## config.mk

```make
export PLATFORM = sky130hd
export DESIGN_NAME = tmds_rx_lane
export DESIGN_NICKNAME = d
export VERILOG_FILES = /design/src/rtl/tmds_rx_lane.sv
export SDC_FILE = /design/constraint.sdc
export NUM_CORES = 1
export LEC_CHECK = 0
export CORE_MARGIN = 1
export CORE_UTILIZATION = 55
export CTS_CLUSTER_DIAMETER = 30
export DETAILED_ROUTE_END_ITERATION = 12
export GPL_TIMING_DRIVEN = 0
export PLACE_DENSITY = 0.74
export SYNTH_ARGS = -nofsm -noshare
export SYNTH_HDL_FRONTEND = slang
export SYNTH_SLANG_ARGS = --single-unit
```

## constraint.sdc

```tcl
create_clock -name clk_bit -period 2.6 [get_ports clk_bit]
set_input_delay 0.52 -clock clk_bit [delete_from_list [all_inputs] [get_ports clk_bit]]
set_output_delay 0.52 -clock clk_bit [all_outputs]
set_load 0.1 [all_outputs]
```

## src/rtl/tmds_rx_lane.sv

```systemverilog
// -----------------------------------------------------------------------------
// tmds_rx_lane
//
// Purpose:
//   One TMDS receive lane running at the bit clock. Serial bits are shifted
//   into a 10-bit window and a symbol is captured every 10 bit clocks. While
//   hunting, the lane looks for a run of aligned control tokens. Every
//   non-token capture slips the symbol boundary by one bit. Once enough
//   consecutive tokens are seen the lane locks. It then publishes each captured
//   symbol together with its 8-bit data decode and its control decode. A long
//   run of non-control symbols while locked is treated as lost alignment, and
//   the lane returns to hunting.
//
// Parameters:
//   CTRL_RUN      consecutive aligned control tokens needed to lock (2..255)
//   TIMEOUT_SYMS  consecutive non-control symbols that drop lock (2..65535)
//
// Ports:
//   clk_bit    in   bit clock (10x pixel rate), rising edge
//   rst_n_bit  in   asynchronous active-low reset
//   en         in   lane enable; low forces hunting and clears lock
//   sdata      in   serial bit, symbol bit 0 arrives first
//   sym_valid  out  one-cycle strobe for a newly published symbol
//   sym        out  raw aligned 10-bit symbol (bit 0 = first received)
//   data       out  decoded pixel byte
//   ctrl       out  decoded control bits {c1,c0}, updated on tokens only
//   is_ctrl    out  published symbol is one of the four control tokens
//   locked     out  word alignment established
// -----------------------------------------------------------------------------
module tmds_rx_lane #(
    parameter int unsigned CTRL_RUN     = 8,
    parameter int unsigned TIMEOUT_SYMS = 1024
) (
    input  logic       clk_bit,
    input  logic       rst_n_bit,
    input  logic       en,
    input  logic       sdata,
    output logic       sym_valid,
    output logic [9:0] sym,
    output logic [7:0] data,
    output logic [1:0] ctrl,
    output logic       is_ctrl,
    output logic       locked
);

    typedef enum logic {
        ST_HUNT   = 1'b0,
        ST_LOCKED = 1'b1
    } state_t;

    localparam logic [7:0]  RUN_LIM = 8'(CTRL_RUN);
    localparam logic [15:0] TO_LIM  = 16'(TIMEOUT_SYMS);

    state_t      state_q, state_d;
    logic [9:0]  shreg_q, shreg_d;
    logic [3:0]  phase_q, phase_d;
    logic        slip_q, slip_d;
    logic [7:0]  run_ctr_q, run_ctr_d;
    logic [15:0] to_ctr_q, to_ctr_d;
    logic [9:0]  sym_q, sym_d;
    logic [7:0]  data_q, data_d;
    logic [1:0]  ctrl_q, ctrl_d;
    logic        is_ctrl_q, is_ctrl_d;
    logic        sym_valid_q, sym_valid_d;

    logic        capture;
    logic        tok_hit;
    logic [1:0]  tok_ctrl;
    logic        publish;
    logic [7:0]  run_inc;
    logic [15:0] to_inc;

    // Returns {hit, c1, c0} for the four control tokens, zero otherwise.
    function automatic logic [2:0] token_lookup(input logic [9:0] w);
        logic [2:0] r;
        case (w)
            10'b1101010100: r = 3'b100;
            10'b0010101011: r = 3'b101;
            10'b0101010100: r = 3'b110;
            10'b1010101011: r = 3'b111;
            default:        r = 3'b000;
        endcase
        return r;
    endfunction

    // TMDS data decode: undo the optional inversion, then undo the XOR/XNOR
    // chaining selected by bit 8.
    function automatic logic [7:0] tmds_decode(input logic [9:0] w);
        logic [7:0] d;
        logic [7:0] q;
        d    = w[9] ? ~w[7:0] : w[7:0];
        q    = 8'h00;
        q[0] = d[0];
        for (int i = 1; i < 8; i++) begin
            q[i] = w[8] ? (d[i] ^ d[i-1]) : ~(d[i] ^ d[i-1]);
        end
        return q;
    endfunction

    // Next-state logic. The captured word is the window after this cycle's
    // shift, so lookups are done on shreg_d rather than shreg_q. A slip is
    // realised by holding phase at 0 for one extra cycle after a rejected
    // capture, which pushes the next capture out to 11 cycles.
    always_comb begin
        shreg_d     = {sdata, shreg_q[9:1]};
        capture     = (phase_q == 4'd9);
        {tok_hit, tok_ctrl} = token_lookup(shreg_d);

        state_d     = state_q;
        run_ctr_d   = run_ctr_q;
        to_ctr_d    = to_ctr_q;
        slip_d      = 1'b0;
        sym_d       = sym_q;
        data_d      = data_q;
        ctrl_d      = ctrl_q;
        is_ctrl_d   = is_ctrl_q;
        sym_valid_d = 1'b0;
        publish     = 1'b0;
        run_inc     = (run_ctr_q == 8'hFF) ? run_ctr_q : run_ctr_q + 8'd1;
        to_inc      = (to_ctr_q == 16'hFFFF) ? to_ctr_q : to_ctr_q + 16'd1;

        if (slip_q) begin
            phase_d = phase_q;
        end else if (capture) begin
            phase_d = 4'd0;
        end else begin
            phase_d = phase_q + 4'd1;
        end

        if (!en) begin
            state_d   = ST_HUNT;
            run_ctr_d = 8'd0;
            to_ctr_d  = 16'd0;
        end else if (capture) begin
            case (state_q)
                ST_HUNT: begin
                    if (tok_hit) begin
                        run_ctr_d = run_inc;
                        if (run_inc >= RUN_LIM) begin
                            state_d  = ST_LOCKED;
                            to_ctr_d = 16'd0;
                            publish  = 1'b1;
                        end
                    end else begin
                        run_ctr_d = 8'd0;
                        slip_d    = 1'b1;
                    end
                end
                ST_LOCKED: begin
                    publish = 1'b1;
                    if (tok_hit) begin
                        to_ctr_d = 16'd0;
                    end else if (to_inc >= TO_LIM) begin
                        state_d   = ST_HUNT;
                        run_ctr_d = 8'd0;
                        to_ctr_d  = 16'd0;
                    end else begin
                        to_ctr_d = to_inc;
                    end
                end
                default: state_d = ST_HUNT;
            endcase
        end

        // Published outputs hold between strobes; ctrl only moves on tokens.
        if (publish) begin
            sym_valid_d = 1'b1;
            sym_d       = shreg_d;
            data_d      = tmds_decode(shreg_d);
            is_ctrl_d   = tok_hit;
            if (tok_hit) begin
                ctrl_d = tok_ctrl;
            end
        end
    end

    // State and datapath registers, all cleared asynchronously by reset.
    always_ff @(posedge clk_bit or negedge rst_n_bit) begin
        if (!rst_n_bit) begin
            state_q     <= ST_HUNT;
            shreg_q     <= 10'd0;
            phase_q     <= 4'd0;
            slip_q      <= 1'b0;
            run_ctr_q   <= 8'd0;
            to_ctr_q    <= 16'd0;
            sym_q       <= 10'd0;
            data_q      <= 8'd0;
            ctrl_q      <= 2'd0;
            is_ctrl_q   <= 1'b0;
            sym_valid_q <= 1'b0;
        end else begin
            state_q     <= state_d;
            shreg_q     <= shreg_d;
            phase_q     <= phase_d;
            slip_q      <= slip_d;
            run_ctr_q   <= run_ctr_d;
            to_ctr_q    <= to_ctr_d;
            sym_q       <= sym_d;
            data_q      <= data_d;
            ctrl_q      <= ctrl_d;
            is_ctrl_q   <= is_ctrl_d;
            sym_valid_q <= sym_valid_d;
        end
    end

    assign sym_valid = sym_valid_q;
    assign sym       = sym_q;
    assign data      = data_q;
    assign ctrl      = ctrl_q;
    assign is_ctrl   = is_ctrl_q;
    assign locked    = (state_q == ST_LOCKED);

endmodule

```

Yosys cells after proc, flatten, opt, wreduce, memory -nomap -nowiden --
Cells that the tools add are included.
Word-level totals: register bits after elaboration 62, input bits 4, output and inout port bits 23, logic and storage cells 87
Operators by class: order comparisons 2, bitwise logic cells 16, equality and inequality tests 12, reduce and logical (&&, ||, !) cells 3, add/subtract/negate cells 3, multiplexer cells 40
Operators by type and width (count):
- $mux W16 | 7
- $mux W8 | 7
- $pmux W16 S2 | 1
- $eq A10 B10 Y1 const B | 2
- $mux W1 | 20
- $add A16 B1 Y16 const B | 1
- $eq A16 B16 Y1 const B | 1
- $ge A16 B11 Y1 const B | 1
- $pmux W8 S2 | 1
- $pmux W3 S4 | 1
- $eq A10 B8 Y1 const B | 1
- $eq A10 B9 Y1 const B | 1
- $ne A3 B3 Y1 const B | 3
- $add A8 B1 Y8 const B | 1
- $eq A8 B8 Y1 const B | 1
- $ge A8 B4 Y1 const B | 1
- $not A1 Y1 | 8
- $not A8 Y8 | 1
- $xor A1 B1 Y1 | 7
- $reduce_and A3 Y1 | 2
- $add A4 B1 Y4 const B | 1
- $eq A4 B4 Y1 const B | 1
- $mux W4 | 1
- $pmux W1 S2 | 2
- 3 further kinds | 3

Logic depth before layout (Yosys ltp) --
Gate-level depths: netlist of the first run.
depth after elaboration 9, gate-level depth with buffers 10, mapped depth without buffers 9

Worst setup path before layout of the first run --
OpenSTA, ideal clock, no wires.
path kind register -> register, start register run_ctr_q[0], end register to_ctr_q[0], library setup time 0.125 ns, path buffers 1, clock period less this slack 2.361 ns, slack 0.239 ns, data arrival time 2.236 ns, stages on the path, launching flop included 10, required time 2.475 ns, cell sequence dfrtp_1 > ha_1 > nand2_1 > or4_1 > and3_1 > o211ai_2 > a21boi_2 > and3_1 > buf_6 > mux2_2
Between the ends: word-level cells in the longest chain between the ends 5, elaborated cells on any way between the ends 6, classes of those cells add/sub (1); order compare (1); eq/ne (2); mux (1); reduce/logical (1)
Ends and longest elaborated chain:
- start: declaration | line 58 | logic [7:0] run_ctr_q, run_ctr_d;
- start signal: assignment | line 196 | run_ctr_q <= run_ctr_d;
- $add A8 B1 Y8 or $eq A8 B8 Y1 (tied branches) | line 119 | run_inc = (run_ctr_q == 8'hFF) ? run_ctr_q : run_ctr_q + 8'd1;
- $mux W8 * | line 119
- $ge A8 B4 Y1 * | line 139 | if (run_inc >= RUN_LIM) begin
- $ne A3 B3 Y1 (no source line) *
- $reduce_and A3 Y1 (no source line) *
- end signal: assignment | line 197 | to_ctr_q <= to_ctr_d;
- end: declaration | line 59 | logic [15:0] to_ctr_q, to_ctr_d;
Every way passes the cells marked *; elsewhere a longest branch is shown, timed or not. A chain may end at the register's enable or synchronous reset.

Final worst setup path of the first run --
Same ends and word-level chain as after synthesis.

==> results of run 1 <==
[metrics by stage]
step	TNS [ps]	utilization [%]	hold WS (ps)	area, um2
4_1_cts	0	69.3	224	3610
3_5_place_dp	-1260	65.2	366	3400
2_1_floorplan	0	-	224	3030
5_1_grt	0	70.6	253	3670
6_report	0	70.6	200	3670
3_3_place_gp	-59110	65.0	365	3380
[layout by cell type, fill, tap and decap left out, types with 3 or more instances in the layout]
cell,netlist,layout
a21oi_1,19,19
and2_1,9,9
nor2_1,21,19
nand3_1,14,14
a31oi_1,5,5
xnor2_1,13,13
clkinv_2,0,3
nand2b_1,6,6
buf_4,0,4
o21ai_0,10,10
o22a_1,5,5
a22o_1,8,8
dfrtp_1,61,61
nand2_1,17,16
and3_1,8,8
clkbuf_8,0,9
nor2b_1,8,8
mux2_2,11,11
clkbuf_2,0,3
clkdlybuf4s50_1,0,25
buf_2,3,3
ha_1,10,9
inv_1,12,12
nand3b_1,4,4
[routing by layer]
layer	part of all wire [%]	routed length (um)	up-vias	global-route usage, %
met3	2.6	156	10	4.19
met1	47	2820	1126	29.5
li1	-	-	1121	-
met4	1.8	108	0	10.8
met2	49	2970	34	37.4
met5	0	0	-	0
[timing repair]
item | in CTS | in global routing
endpoints found under the setup margin | 18 | 37
endpoints found under the hold margin | 0 | 0
resized for setup | 3 | 13
hold buffers | 0 | 0
setup buffers | 2 | 3
pin swaps | 2 | 3
[kinds of logic (layout without fill, tap and decap cells)]
group                      Yosys count  count (layout)  share of synthesized area, %
buffers and inverters               21              67                          2.97
AOI/OAI and AO/OA                   64              64                          14.2
xor gates and xnor gates            15              15                          4.33
DFF                                 61              61                          50.3
adders and majority gates           10              10                          4.13
and+or+nand+nor                    107             107                          19.3
muxes                               13              13                          4.74
[sequential cells by signal, indices dropped and copies added, names as in the netlist]
register	count
ctrl	2
data	8
is_ctrl	1
locked	1
phase_q	4
run_ctr_q	8
shreg_q	9
slip_q	1
sym	10
sym_valid	1
to_ctr_q	16
[power by group through the flow]
| stage | Clock (mW) | Combinational, mW | Sequential, mW |
|---|---|---|---|
| after global placement | 0 | 0.267 | 1.06 |
| after CTS | 0.808 | 0.279 | 1.05 |
| after detailed placement | 0 | 0.276 | 1.07 |
| final | 0.794 | 0.275 | 1.05 |
| after global routing | 0.848 | 0.304 | 1.06 |
| after floorplan | 0 | 0.143 | 1.12 |
[critical path, stage by stage, from the launching register on]
cell and delay [ps]:
dfrtp_1 430, ha_4 180, nand2_2 90, or4_1 480, and3_1 200, o211ai_2 280, a21boi_4 120, and3_1 190
buf_6 140, mux2_2 250
[final cells by class]
class	instances	area [um2]	share of cell area, %
plain buffers	8	47.5	1.29
clock buffers	10	128	3.47
clock inverters	5	52.6	1.43
inverters	12	45.0	1.23
multi-input cells	209	1460	39.8
flip-flops and latches	61	1530	41.6
well taps	70	87.6	2.38
repair buffers	32	325	8.86
[how the worst min path moves through the flow]
stage,start,to,slack [ps]
after CTS,rst_n_bit,run_ctr_q[3],220
after detailed placement,shreg_q[9],shreg_q[8],370
after floorplan,rst_n_bit,ctrl[0],220
final,rst_n_bit,run_ctr_q[3],200
after global routing,rst_n_bit,run_ctr_q[3],250
after global placement,shreg_q[9],shreg_q[8],370
==> summary by stage, run 1 <==
Floorplan
During I/O placement, the number of pins put on the boundary was 27. The die area is 5820 um2. The chip height is 76.3 um. The row count is 26. The region available for standard cell placement spans 5200 um2. The floorplan step set the die width to 76.3 um.

The effective utilization at floorplan is 58.3%.

Route
The post-detailed-route count of antenna-violating nets is 0. After detailed routing, the number of vias per cell comes to 5.63. The total detailed-routing wirelength is 6.05 mm. The wire length per cell is 14.9 um. The iteration count of the initial detailed-routing pass is 4. The remaining routing DRC violations is 0. The overall via count from detail_route is 2291.

The number of DRC markers in iteration 0 is 107.

Yosys
The post-synthesis area per instance is 10.4 um2. The synthesized flop and latch total is 61. Yosys printed 0 warnings. The number of enable flip-flop cells after synthesis is 0.

Counting every instance in the synthesized netlist gives 291. The share of flip-flops with an asynchronous set or reset is 100%. The most used flip-flop cell after synthesis is dfrtp_1.

The number of distinct library cells after synthesis is 49. The register area share after synthesis is 50.3%. Summed over its instances, the top area cell type makes up 50.3% of the synthesized netlist area.

In the synthesized netlist, the cells that appear most often are 61 x dfrtp_1, 21 x nor2_1, 19 x a21oi_1, 17 x nand2_1, 14 x nand3_1. The most frequent cell after synthesis is dfrtp_1. Ranked by total cell area, the synthesized netlist is headed by dfrtp_1 50%, ha_1 4.1%, mux2_2 4.1%. The synthesized cell area is 3030 um2. The post-synth net total is 305. Of all cell types, the one taking the most synthesized area is dfrtp_1.

Setup path
In this run the worst path has a maximum fanout of 7. The type of element capturing the critical path is a flip-flop. The category of the worst setup path launch point is a flip-flop. The required time of the critical path is 2820 ps.

The endpoint identified for the worst register-to-register timing path is to_ctr_q[0]. The first element of the critical path is run_ctr_q[0]. The flop-to-flop setup slack is 130 ps. The most critical setup path has its endpoint at to_ctr_q[0].

The critical path is of the flip-flop to flip-flop type. The arrival time at the worst endpoint is 2690 ps. The depth of the most critical reg-to-reg path is 9. In this run the critical register-to-register path is launched from run_ctr_q[0].

Clock tree
The clock sink total is 61. The H-tree depth is 3. The root cell of the clock tree is clkbuf_8. Clock latency on the worst-skew pair, taken at its later pin, is 330 ps. Counting the buffers created by CTS gives 9. Clock-pin slew was measured on the worst setup and hold paths at 70 ps. The longest clock path from root to sink contains 2 buffers. TritonCTS built the clock tree.

Finish
The share of cells above drive strength 1 is 15.4%. Once layout is complete, the cells apart from fillers number 407. Counting the fill cells in the layout gives 390. Relative to the synthesized area, the layout overhead comes to 21.1%.

The number of antenna diodes in the final layout is 0. For this run, the post-layout net count is 347.

Placed design
Routability-driven placement finished with a final weighted congestion of 0.863. The count of placed standard cells including taps is 388. During placement, the flow inserted port buffers numbering 26.

The HPWL after detailed placement is 4.12 mm. Prior to clock tree synthesis, the placed netlist has a worst setup slack of -197 ps.

STA
The final-report hold violation count was 0. In the post-route analysis, the smallest setup slack over all paths is 128 ps. Setup violations remaining at the end of the flow were counted as 0. For the final database, setup skew stands at 4.08 ps. The clock period minus worst slack is 2470 ps. The fmax is 405 MHz. For the pin with the worst max-slew slack, the measured transition is 970 ps. The max-slew violation count is 0. The share of the clock period used by the worst path is 95.1%. Headroom to the max-slew limit came out at 35.2%. Setup repair after global routing left no endpoint under its margin.

Power and ir drop
Per report_power, the combinational group accounts for 13.0% of the total. The switching component of the power is 0.581 mW. The power per cell area is 576 nW/um2.

The internal power consumption is 1.54 mW. The static power due to leakage is 1.68 nW. The worst-case vdd ir drop is 0.396 mV. The proportion of total power due to net switching is 27.5%. The part of the total power dissipated in sequential elements is 49.5%. After layout, the design draws a total of 2.12 mW. The share of total power in the clock network is 37.5%.

Job
The max capacitance violation total is 0.

Outcome
The run finished with clean final reports.

GRT
The overall overflow remaining after global route is 0. The number of global-route vias before repair is 2260. The first-pass GRT wire length is 10.4 mm. Entering global routing, the biggest net connects 35 pins. In the global route stage, overall resource usage came out at 22.9%. The initial antenna violation count is 0.

Min path
The path class of the lowest-slack min-delay path is primary input to asynchronous set/reset pin.
No activity file was read; power rests on OpenSTA's default activity.
==> run 2: changes to the inputs <==
--- a/config.mk
+++ b/config.mk
@@ -11,6 +11,7 @@
 export DETAILED_ROUTE_END_ITERATION = 12
 export GPL_TIMING_DRIVEN = 0
 export PLACE_DENSITY = 0.74
+export SETUP_SLACK_MARGIN = 0.02
 export SYNTH_ARGS = -nofsm -noshare
 export SYNTH_HDL_FRONTEND = slang
 export SYNTH_SLANG_ARGS = --single-unit
==> summary by stage, run 2 (synthesized netlist as in run 1, its figures left out) <==
Outcome
The flow ran to the end, and the final reports show no timing, DRC or antenna violations.

Finish
The register with the most flip-flops is to_ctr_q. The total area of multi-input combinational cells is 1470 um2. The flip-flop count of the largest register, all copies and words added is 16. The top cell types in the final layout, fill and taps aside, are 61 x dfrtp_1, 25 x clkdlybuf4s50_1, 19 x a21oi_1, 19 x nor2_1, 16 x nand2_1. The repair_antennas step left the layout with diodes totalling 0.

The net count reported at finish is 347. Compared with the post-synthesis result, the final layout area differs by 21.3%. Fill cells in the final layout number 388. The finished layout cell area is 3680 um2. The library cell used most frequently in the layout, excluding fill and tap cells, is dfrtp_1.

Cells fill 70.7% of the core in the end. The share of cells above drive strength 1 is 15.7%. In the final layout, flip-flops and latches occupy 1530 um2.

Clock tree
The clock net in this run drives a total of 61 sinks. The clock slew seen by the registers of the worst setup and hold paths is 70 ps. The root cell of the clock tree is clkbuf_8. The clock passes through at most 2 buffers. The clock latency at the later pin of the worst-skew pair is 330 ps. The H-tree generated during clock tree synthesis spans 3 levels. The number of buffers inserted for hold repair after clock tree synthesis is 0. The CTS buffer count is 9. The clock tree from TritonCTS is yes.

Power and ir drop
The analysis attributes to cell leakage a power of 1.67 nW. The worst-case vdd ir drop is 0.396 mV. For this design the ratio of total power to cell area is 576 nW/um2.

Route
The final layout contains routed wiring with a total length of 6.05 mm. The number of DRC markers in iteration 0 is 80. The post-detailed-route count of antenna-violating nets is 0. In the final routed layout, each cell accounts on average for 14.9 um. After detailed routing, the number of remaining DRC violations is 0.

Summing over every cut layer, the via total after detailed routing is 2288. The iteration count of the initial detailed-routing pass is 4. The average via count per standard cell is 5.62.

STA
The clock period minus worst slack is 2470 ps. The max-slew violation count was 0. The final-report hold violation count came to 0. Measured against its own limit, the worst slew margin works out to 35.2%. The worst setup slack after layout is 134 ps. Timing would allow up to 406 MHz.

Setup violations remaining at the end of the flow were counted as 0. The worst path uses 94.8% of the clock period. On the final layout, the worst clock skew is 4.08 ps. Setup repair after global routing left no endpoint under its margin. At the pin with the least slew margin, the transition time is 970 ps.

GRT
The number of global-route vias before repair was 2261. The global-route met3 utilization is 4.19%. In this run the most used layer during global routing was met2.

The initial antenna violation count is 0. For met1 alone, demand over resource in global routing was 29.5%. The overall overflow remaining after global route is 0. Entering global routing, the biggest net connects 35 pins. The first global-routing pass estimated 10.4 mm of wire. Global routing used 22.9% of the available tracks across all layers.

The met2 track demand over resource is 37.4%.

Setup path
The cell with the biggest individual delay on the critical path is or4_1. The setup path with the least slack is of type flip-flop to flip-flop. The required time of the critical path is 2820 ps. Data on the critical path arrives at its endpoint at 2680 ps. The maximum fanout along the worst path is 7. STA classifies the critical path startpoint as a flip-flop. The signal on the critical path passes through ha_4 > nand2_2 > or4_1 > and3_4 > o211ai_2 > a21boi_4 > and3_1 > buf_6 > mux2_2. Tracing the worst setup path back leads to its startpoint at run_ctr_q[1].

The launching point of the worst reg2reg path is run_ctr_q[1]. Measured in cells, the most critical reg-to-reg path has a length of 9. The type of element capturing the critical path is a flip-flop. The largest stage delay on the critical path is 490 ps.

Across all register-to-register paths, the minimum setup slack is 130 ps. In this run the critical register-to-register path is captured at to_ctr_q[0]. The endpoint of the most critical setup path is to_ctr_q[0].

Placed design
The placed cell area is 3400 um2. The pre-CTS worst setup slack is -197 ps. The HPWL after detailed placement is 4.12 mm. The routability congestion estimate is 0.863. Buffers placed on the I/O ports in this run total 26.

Floorplan
The placeable core region is 5200 um2. The top-level I/O count is 27. The die covers 5820 um2. The initialized floorplan defines 26 standard-cell rows. The chip height is 76.3 um. Measured along the x axis, the die boundary spans 76.3 um. The effective utilization at floorplan is 58.3%.

Min path
In this run the worst hold path is classified as primary input to asynchronous set/reset pin.

Job
The max capacitance violation total is 0.
run 2: cell types whose count changed in the layout (fill, tap and decap cells not counted):
| cell | previous run | this run |
|---|---|---|
| and3_1 | 8 | 7 |
| and3_4 | 0 | 1 |
| buf_2 | 3 | 4 |
| clkbuf_2 | 3 | 2 |
run 2: per-stage QoR:
stage	setup TNS (ps)	instances	hold WS, ps	power [mW]
global route	0	407	253	2.21
floorplan	0	291	224	1.26
detailed placement	-1260	388	366	1.34
finish	0	407	200	2.12
global placement	-59110	387	365	1.33
CTS	0	404	224	2.13
run 2: how the worst min path moves through the flow:
stage | from | end | slack [ps] | cells past startpoint
finish | rst_n_bit | run_ctr_q[3] | 200 | 1
global placement | shreg_q[9] | shreg_q[8] | 370 | 0
detailed placement | shreg_q[9] | shreg_q[8] | 370 | 0
CTS | rst_n_bit | run_ctr_q[3] | 220 | 1
global route | rst_n_bit | run_ctr_q[3] | 250 | 1
floorplan | rst_n_bit | ctrl[0] | 220 | 0
run 2: cell type report:
cell class	instances	share of cell area, %
clock inverters	5	1.43
clock buffers	10	3.47
multi-input cells	209	39.9
flip-flops and latches	61	41.5
inverters	12	1.22
plain buffers	8	1.29
repair buffers	32	8.84
well taps	70	2.38
run 2: report_power, final:
group          switching [mW]  internal (mW)
clock                   0.362          0.432
combinational           0.170          0.106
sequential             0.0499          0.998
run 2: repair_timing:
| action | 4_1_cts | 5_1_grt |
|---|---|---|
| cloned | 0 | 0 |
| pin swaps | 2 | 4 |
| buffers inserted | 2 | 3 |
| resized for setup | 3 | 15 |
| setup endpoints to repair | 23 | 32 |
run 2: critical path: cells and delay by family (launching register included):
kind,cells,cell delay (ps)
mux,1,250
simple gates,4,960
fa+ha+maj,1,180
compound gates,2,390
buf+inv,1,140
flops,1,430
run 2: layer usage:
layer | up-vias | part of all wire (%)
li1 | 1123 | -
met1 | 1116 | 47
met2 | 39 | 49
met3 | 10 | 2.9
met4 | 0 | 1.8
met5 | - | 0
==> run 3: changes to the inputs <==
--- a/config.mk
+++ b/config.mk
@@ -12,6 +12,7 @@
 export GPL_TIMING_DRIVEN = 0
 export PLACE_DENSITY = 0.74
 export SETUP_SLACK_MARGIN = 0.02
+export SLEW_MARGIN = 10
 export SYNTH_ARGS = -nofsm -noshare
 export SYNTH_HDL_FRONTEND = slang
 export SYNTH_SLANG_ARGS = --single-unit
==> summary by stage, run 3 (synthesized netlist as in run 1, its figures left out) <==
Outcome
The run finished with clean final reports.

Route
The average via count per standard cell is 5.59. The wire length per cell is 14.9 um. The remaining routing DRC violations is 0. The total detailed-routing wirelength is 6.10 mm. After the first detailed-routing iteration, the DRC count stood at 95. The overall via count from detail_route is 2287. The post-detailed-route count of antenna-violating nets is 0. The iteration count of the initial detailed-routing pass is 4.

GRT
The initial antenna violation count is 0. Entering global routing, the biggest net connects 62 pins. Global routing used 23.3% of the available tracks. The number of global-route vias before repair is 2241. The first global-routing pass estimated 10.5 mm of wire.

Summed over all layers, the global routing overflow is 0.

Finish
The area growth from synthesis to layout is 21.8%. The number of diodes added for antenna fixing is 0. Excluding fillers, the count of instances in the completed layout stands at 409.

Of the cells placed in the final design, the portion with a size suffix greater than 1 is 15.0%. The most common cell after layout, fill and taps aside is dfrtp_1. The library cells used most frequently in the layout, excluding fill and tap cells, are 61 x dfrtp_1, 25 x clkdlybuf4s50_1, 20 x nor2_1, 19 x a21oi_1, 16 x nand2_1. The register with the most flip-flops in the layout has 16 of them. The net count of the finished layout is 348.

The register with the most flip-flops is to_ctr_q.

Setup path
The cell with the biggest individual delay on the critical path is clkdlybuf4s50_1. Of all nets on the critical path, the largest fanout is 6. On the worst path, the slowest cell contributes a delay of 1160 ps. In this design, the largest share of critical-path delay is due to buffers and inverters. For the worst setup path, the data arrival time is 1950 ps. The combined buffer and inverter count along the critical path is 1. Walking the worst path, the cells encountered are clkdlybuf4s50_1. The worst setup path is of the flip-flop to output port kind. The required time of the critical path is 2080 ps.

The type of element capturing the critical path is an output port. The category of the worst setup path launch point is a flip-flop.

STA
The worst path uses 95.0% of the clock period. In this run the tightest slew margin relative to its limit is 34.9%. The clock arrives with 7.46 ps of skew.

The max-slew violation count is 0. Setup violations remaining at the end of the flow were counted as 0. For the finished layout, the period the worst path requires is 2470 ps. For the pin with the worst max-slew slack, the measured transition is 974 ps. Setup repair after global routing left no endpoint under its margin. Across all setup checks in the final design, the least slack found is 130 ps. The final-report hold violation count is 0.

Based on the critical path, the design can be clocked at up to 405 MHz. The sum of negative setup slack is 0 ps.

Placed design
The HPWL after detailed placement is 3.97 mm. Routability-driven placement finished with a final weighted congestion of 0.863. The pre-CTS worst setup slack is -176 ps. The count of placed standard cells including taps is 387. During placement, the flow inserted port buffers numbering 26.

Floorplan
From left edge to right edge, the die measures 76.3 um. The placeable core region is 5200 um2. The floorplan step defined a die boundary enclosing 5820 um2. Measured along the y axis, the die boundary spans 76.3 um. The effective utilization at floorplan is 58.3%. The row count is 26. The top-level I/O count is 27.

Power and ir drop
Power comes to 2.28 mW. The worst-case IR drop observed on VDD is 0.393 mV. The power per cell area is 617 nW/um2. In this run the static leakage power is 1.69 nW.

Clock tree
The clock slew seen by the registers of the worst setup and hold paths is 70 ps. Counting every sink on the clock net gives 61. In this run the clock root is driven by a clkbuf_8.

TritonCTS built the clock tree. The clock passes through at most 2 buffers. The CTS buffer count is 9. The clock tree synthesis step divided the H-tree into 3 levels. The later pin in the worst-skew pair is clocked with a latency of 350 ps.

Job
The max capacitance violation total is 0.

Min path
In this run the worst hold path is classified as primary input to asynchronous set/reset pin.
## run 3: area by class of cell
| type | count | area (um2) |
|---|---|---|
| flip-flops and latches | 61 | 1530 |
| multi-input cells | 209 | 1450 |
| well taps | 70 | 87.6 |
| clock buffers | 12 | 155 |
| inverters | 12 | 45.0 |
| fillers | 384 | 1510 |
| repair buffers | 33 | 310 |
| plain buffers | 8 | 46.3 |
| clock inverters | 4 | 70.1 |
## run 3: path summary, 6_finish.rpt
check	to	start	slack (ps)	cells past startpoint
max	locked	locked	130	1
max in group asynchronous	to_ctr_q[7]	rst_n_bit	1870	1
min in group clk_bit	shreg_q[8]	shreg_q[9]	380	0
min	run_ctr_q[4]	rst_n_bit	240	1
min reg2reg	shreg_q[8]	shreg_q[9]	380	0
max reg2reg	to_ctr_q[0]	run_ctr_q[1]	150	9
## run 3: report_power, final
group	internal, mW	switching (mW)
Sequential	0.998	0.0496
Combinational	0.103	0.169
Clock	0.589	0.372
Total	1.69	0.591
## run 3: what timing repair did
item	CTS	global route
buffers inserted	3	4
hold buffers	0	0
pin swaps	2	1
setup endpoints to repair	24	26
resized for setup	3	11
## run 3: metal layers
metal | part of all wire, % | track usage (%)
met1 | 46 | 29.8
met2 | 49 | 37.5
met3 | 3.5 | 4.43
met4 | 2.1 | 12.5
met5 | 0 | 0
## run 3: through the flow
| stage | area [um2] | hold WS, ps | util, % |
|---|---|---|---|
| 2_1_floorplan | 3030 | 224 | - |
| 5_1_grt | 3690 | 318 | 71.0 |
| 6_report | 3690 | 235 | 71.0 |
| 4_1_cts | 3640 | 273 | 69.9 |
| 3_5_place_dp | 3380 | 366 | 64.9 |
| 3_3_place_gp | 3380 | 365 | 65.0 |
